`config.mk`:
```
export PLATFORM = sky130hd
export DESIGN_NAME = reg_array_sweep_clear
export DESIGN_NICKNAME = d
export VERILOG_FILES = /design/src/rtl/reg_array_sweep_clear.sv
export SDC_FILE = /design/constraint.sdc
export NUM_CORES = 2
export LEC_CHECK = 0
export CORE_UTILIZATION = 50
export DETAILED_ROUTE_END_ITERATION = 12
export GPL_ROUTABILITY_DRIVEN = 1
export PLACE_DENSITY_LB_ADDON = 0.08
export SLEW_MARGIN = 15
export SYNTH_ARGS = -nofsm -noshare
export SYNTH_HDL_FRONTEND = slang
export SYNTH_SLANG_ARGS = --single-unit
```
`constraint.sdc`:
```
create_clock -name clock -period 4.9 [get_ports clock]
set_input_delay 0.98 -clock clock [delete_from_list [all_inputs] [get_ports clock]]
set_output_delay 0.98 -clock clock [all_outputs]
set_load 0.03 [all_outputs]
```
`src/rtl/reg_array_sweep_clear.sv`:
```
// rtl/reg_array_sweep_clear.sv - DEPTH x DSIZE register array with a handshaked sweep-clear engine
//
// Purpose: a small table/state store with one write port, one registered read port and a
// sequential clear engine that walks the array one index per cycle and zeroes each entry
// that matches a run-time selected predicate (all / stride / range / data match).
//
// Ports:
//   clock, rst_n                  clock and asynchronous active-low reset
//   wr_en, wr_addr, wr_data       write strobe, index, data; accepted only when wr_ready
//   wr_ready                      high whenever no sweep is in progress
//   rd_en, rd_addr                read strobe and index (allowed in any state)
//   rd_data, rd_vld               registered read data and its valid, one cycle after rd_en
//   clr_start                     start pulse, only honoured in IDLE
//   clr_mode, clr_arg0, clr_arg1  predicate select and its arguments
//   clr_val                       compare value for the data-match predicate
//   clr_busy, clr_done            sweep in progress / one-cycle end-of-sweep pulse
//   clr_count                     number of matches in the last sweep
module reg_array_sweep_clear #(
  parameter int DSIZE = 32,
  parameter int DEPTH = 32,
  localparam int AW = $clog2(DEPTH)
) (
  input  logic             clock,
  input  logic             rst_n,
  input  logic             wr_en,
  input  logic [AW-1:0]    wr_addr,
  input  logic [DSIZE-1:0] wr_data,
  output logic             wr_ready,
  input  logic             rd_en,
  input  logic [AW-1:0]    rd_addr,
  output logic [DSIZE-1:0] rd_data,
  output logic             rd_vld,
  input  logic             clr_start,
  input  logic [1:0]       clr_mode,
  input  logic [AW-1:0]    clr_arg0,
  input  logic [AW-1:0]    clr_arg1,
  input  logic [DSIZE-1:0] clr_val,
  output logic             clr_busy,
  output logic             clr_done,
  output logic [AW:0]      clr_count
);

  typedef enum logic [1:0] {S_IDLE, S_SWEEP, S_DONE} state_e;

  state_e           state_q, state_d;
  logic [1:0]       mode_q, mode_d;
  logic [AW-1:0]    arg0_q, arg0_d;
  logic [AW-1:0]    arg1_q, arg1_d;
  logic [DSIZE-1:0] val_q, val_d;
  logic [AW-1:0]    idx_q, idx_d;
  logic [AW:0]      hit_q, hit_d;
  logic [AW:0]      count_q, count_d;
  logic [DSIZE-1:0] mem_q [DEPTH];
  logic [DSIZE-1:0] rd_data_q;
  logic             rd_vld_q;

  logic start_acc;
  logic sweeping;
  logic match;
  logic wr_in_range;
  logic rd_in_range;

  assign start_acc   = (state_q == S_IDLE) && clr_start;
  assign sweeping    = (state_q == S_SWEEP);
  assign wr_in_range = ({1'b0, wr_addr} < (AW+1)'(DEPTH));
  assign rd_in_range = ({1'b0, rd_addr} < (AW+1)'(DEPTH));

  // FSM next state and status outputs
  always_comb begin
    state_d  = state_q;
    clr_busy = 1'b0;
    clr_done = 1'b0;
    case (state_q)
      S_IDLE: begin
        if (clr_start) state_d = S_SWEEP;
      end
      S_SWEEP: begin
        clr_busy = 1'b1;
        if (idx_q == AW'(DEPTH-1)) state_d = S_DONE;
      end
      S_DONE: begin
        clr_done = 1'b1;
        state_d  = S_IDLE;
      end
      default: state_d = S_IDLE;
    endcase
  end

  // Predicate for the index under evaluation. Stride mode tracks the next hit index
  // in an AW+1 bit register, so once it steps past DEPTH-1 nothing can match again.
  always_comb begin
    match = 1'b0;
    case (mode_q)
      2'd0: match = 1'b1;
      2'd1: match = ({1'b0, idx_q} == hit_q);
      2'd2: match = (idx_q >= arg0_q) && (idx_q <= arg1_q);
      default: match = (mem_q[idx_q] == val_q);
    endcase
  end

  always_comb begin
    mode_d  = mode_q;
    arg0_d  = arg0_q;
    arg1_d  = arg1_q;
    val_d   = val_q;
    idx_d   = idx_q;
    hit_d   = hit_q;
    count_d = count_q;
    if (start_acc) begin
      mode_d  = clr_mode;
      arg0_d  = clr_arg0;
      arg1_d  = clr_arg1;
      val_d   = clr_val;
      idx_d   = '0;
      count_d = '0;
      hit_d   = {1'b0, clr_arg0};
    end else if (sweeping) begin
      idx_d = idx_q + AW'(1);
      if (match) begin
        count_d = count_q + (AW+1)'(1);
        if (mode_q == 2'd1) hit_d = hit_q + {1'b0, arg1_q};
      end
    end
  end

  always_ff @(posedge clock or negedge rst_n) begin
    if (!rst_n) begin
      state_q <= S_IDLE;
      mode_q  <= '0;
      arg0_q  <= '0;
      arg1_q  <= '0;
      val_q   <= '0;
      idx_q   <= '0;
      hit_q   <= '0;
      count_q <= '0;
    end else begin
      state_q <= state_d;
      mode_q  <= mode_d;
      arg0_q  <= arg0_d;
      arg1_q  <= arg1_d;
      val_q   <= val_d;
      idx_q   <= idx_d;
      hit_q   <= hit_d;
      count_q <= count_d;
    end
  end

  // Array storage and read port. Writes are blocked while sweeping, so a write and a
  // clear never target the array on the same edge. Reads sample pre-edge contents.
  always_ff @(posedge clock or negedge rst_n) begin
    if (!rst_n) begin
      for (int i = 0; i < DEPTH; i++) mem_q[i] <= '0;
      rd_data_q <= '0;
      rd_vld_q  <= 1'b0;
    end else begin
      if (wr_en && wr_ready && wr_in_range) mem_q[wr_addr] <= wr_data;
      if (sweeping && match) mem_q[idx_q] <= '0;
      if (rd_en) rd_data_q <= rd_in_range ? mem_q[rd_addr] : '0;
      rd_vld_q <= rd_en;
    end
  end

  assign wr_ready  = !clr_busy;
  assign rd_data   = rd_data_q;
  assign rd_vld    = rd_vld_q;
  assign clr_count = count_q;

endmodule

```
==> impl_metrics.py <==
metrics = {
    "yosys": {
        "ys.warnings.count": 0,
        "synth_top_flop_cell": "dfrtp_1",
        "synth_top_cell_area_share_pct": 42.9,
        "synthCells": 5603,
        "syn_nets": 5716,
        "synth_edf_count": 0,
        "synth_largest_area_cell": "dfrtp_1",
        "yosys-top-cells-count": "mux2i_1, dfrtp_1, a31oi_1",
        "ys_types": 50,
        "async_flop_share_pct": 100,
        "synth.avg_cell_area_sq_um": 11.7,
        "syn_area_sq_um": 65300,
        "yosysMostFrequentCell": "mux2i_1",
        "synth_area_leaders": "dfrtp_1, mux2i_1, mux4_2, a31oi_1, clkbuf_1",
        "ys_ff_latch": 1120,
        "seq_area_frac_synth_pct": 42.9,
    },
    "floorplanning": {
        "die_area_sq_um": 132000,
        "coreArea_sq_um": 129000,
        "initial_core_util_pct": 50.4,
        "ios": 133,
        "num_rows": 132,
        "die_y_um": 363,
        "die_x_um": 363,
    },
    "routing": {
        "wl_mm": 276,
        "ant_nets": 0,
        "wl_per_cell_um": 37.6,
        "drt-pass1-iter-count": 5,
        "vias_per_cell": 7.36,
        "routed-via-count": 54100,
        "drtIter0Drc": 7102,
        "drc": 0,
    },
    "place": {
        "post-dp-hpwl_mm": 159,
        "gp_congestion": 0.893,
        "io_buffers": 132,
        "place_worst_setup_slack_ns": -0.193,
        "numPlacedInstances": 7094,
    },
    "clock_tree": {
        "cts-htree-levels": 4,
        "clk_latency_ns": 0.79,
        "ctsHoldBuffers": 0,
        "clock_sink_count": 1120,
        "tritoncts": "done",
        "root_buffer": "clkbuf_16",
        "cts_buffers": 136,
        "path_clk_slew_ns": 0.06,
        "cts_buffer_depth": 3,
    },
    "worst_setup_path": {
        "endpoint_kind": "register",
        "r2r-start": "idx_q[1]$_DFFE_PN0P_",
        "crit_required_ns": 5.49,
        "cp-start-kind": "register",
        "r2r_end": "mem_q[270]$_DFF_PN0_",
        "arrival_ns": 5.43,
        "cp_max_fo": 22,
        "reg2reg_slack_ns": 0.07,
        "ff2ff_path_depth": 14,
        "crit_type": "reg -> reg",
    },
    "sta": {
        "period_needed_ns": 4.83,
        "fin_skew_ns": 0.0388,
        "fin_crit_sh_pct": 98.6,
        "holdWs_ns": 0.244,
        "worst_slew_pin_slew_ns": 1.27,
        "hold_viol": 0,
        "slew_violations": 0,
        "fin_ws_ns": 0.0692,
        "finalSetupViolCount": 0,
        "fmaxAchievable_ghz": 0.207,
        "max-slew-margin-rel_pct": 15.1,
    },
    "min_path": {
        "hp-class": "in -> async",
    },
    "power": {
        "p_int_mw": 24.6,
        "netSwitchingPower_mw": 18.8,
        "p_total_mw": 43.3,
        "max-vdd-ir-drop_v": 0.000671,
        "p_leak_nw": 32.4,
        "combPwrFrac_pct": 46.7,
        "p_seq_share_pct": 29.4,
        "p_sw_share_pct": 43.3,
        "power.density_nw_per_um2": 576,
        "p_clk_share_pct": 23.9,
    },
    "final_layout": {
        "nets": 5611,
        "syn_to_final_growth_pct": 15.0,
        "fillers": 11000,
        "drive_gt1_share_pct": 18.3,
        "fin_cells": 7349,
        "fin_util_pct": 58.0,
    },
    "global_routing": {
        "grt_max_degree": 129,
        "antenna_found_initial": 11,
        "grt_pass1_vias": 52500,
        "grt_usage_pct": 41.5,
        "grt_pass1_wl_mm": 397,
        "grt-ovfl-total": 0,
    },
    "run_status": {
        "status": "complete, no violations",
    },
    "job": {
        "drv_cap": 0,
    },
}
==> cells by family after synthesis <==
family	share of synthesized area (%)
AOI/OAI and AO/OA	13.2
xor gates and xnor gates	0.0939
adders and majority gates	0.433
buffers and inverters	5.09
DFF	42.9
muxes	35.2
and+or+nand+nor	3.06
==> state kept, by name, indices dropped and copies added (netlist names), 5 cells and up <==
register	cells
rd_data	32
mem_q	1024
val_q	32
hit_q	6
clr_count	6
idx_q	5
arg1_q	5
arg0_q	5
==> how the worst max path moves through the flow <==
stage                                    end            startpoint  slack, ns
floorplan               mem_q[864]$_DFF_PN0_  idx_q[0]$_DFFE_PN0P_       1.02
global placement    clr_count[5]$_DFFE_PN0P_  idx_q[0]$_DFFE_PN0P_      -0.18
detailed placement  clr_count[5]$_DFFE_PN0P_  idx_q[0]$_DFFE_PN0P_      -0.19
CTS                 clr_count[5]$_DFFE_PN0P_  idx_q[0]$_DFFE_PN0P_       0.04
global route            mem_q[962]$_DFF_PN0_  idx_q[0]$_DFFE_PN0P_    -0.0005
finish                  mem_q[270]$_DFF_PN0_  idx_q[1]$_DFFE_PN0P_       0.07
==> per-layer routing <==
metal,global-route usage [%],wire (um)
met1,56.3,109000
met2,60.4,120000
met3,10.6,29600
met4,24.0,18100
met5,0,92
==> worst max-delay path, cell delays in order, from the launching register on <==
cell and delay [ns]:
dfrtp_1 0.43, buf_4 0.25, nand4bb_4 0.37, o22ai_1 0.15, or4_1 0.61, or4_1 0.59
a211oi_4 0.34, buf_4 0.23, nand4_1 0.11, or4_4 0.58, a21oi_4 0.24, buf_12 0.20
buf_12 0.21, buf_4 0.19, a31oi_1 0.09
==> cell type report <==
class / instances / area (sq um) / area share, %
Tap cell: 1742 / 2180 / 2.90
Multi-Input combinational cell: 3704 / 34500 / 45.9
Inverter: 21 / 78.8 / 0.105
Sequential cell: 1120 / 28000 / 37.3
Timing Repair Buffer: 515 / 5840 / 7.77
Antenna cell: 7 / 17.5 / 0.0233
Clock buffer: 211 / 4110 / 5.47
Clock inverter: 29 / 377 / 0.501
==> power groups by stage <==
| stage | clock network (mW) | registers (mW) | logic [mW] |
|---|---|---|---|
| after floorplan | 0 | 12.3 | 11.3 |
| after global placement | 0 | 12.7 | 19.3 |
| after detailed placement | 0 | 12.8 | 19.5 |
| after CTS | 10.4 | 12.6 | 19.6 |
| after global routing | 10.8 | 12.9 | 20.9 |
| final | 10.4 | 12.7 | 20.2 |
==> cells in the final DEF (no fill, tap or decap), types with 9 or more instances in the layout <==
cell type and count:
nor2_4 25, ha_1 17, o21ai_0 25, a21oi_1 67
buf_4 246, nor2_1 43, clkbuf_1 37, nand2_1 132
nor4_2 9, nand4_1 11, dfrtp_1 1118, clkbuf_16 142
mux4_2 320, inv_1 20, a31oi_1 1025, clkinv_2 13
and3_1 26, clkdlybuf4s50_1 101, o22ai_1 256, or4_1 16
clkbuf_8 34, nor4_1 49, buf_12 129, buf_2 24
or2_2 11, mux2i_1 1574
==> what timing repair did <==
action                                  4_1_cts  5_1_grt
resized for setup                             4       19
cloned                                        1        2
endpoints found under the setup margin      918      979
setup buffers                                 0        5
pin swaps                                     0        3
==> through the flow <==
step | setup TNS [ns] | area, sq um
floorplan | 0 | 65300
global placement | -0.256 | 70500
detailed placement | -46.75 | 70500
CTS | 0 | 75000
global route | -0.000542 | 75100
finish | 0 | 75100
No activity file was read; power rests on OpenSTA's default activity.
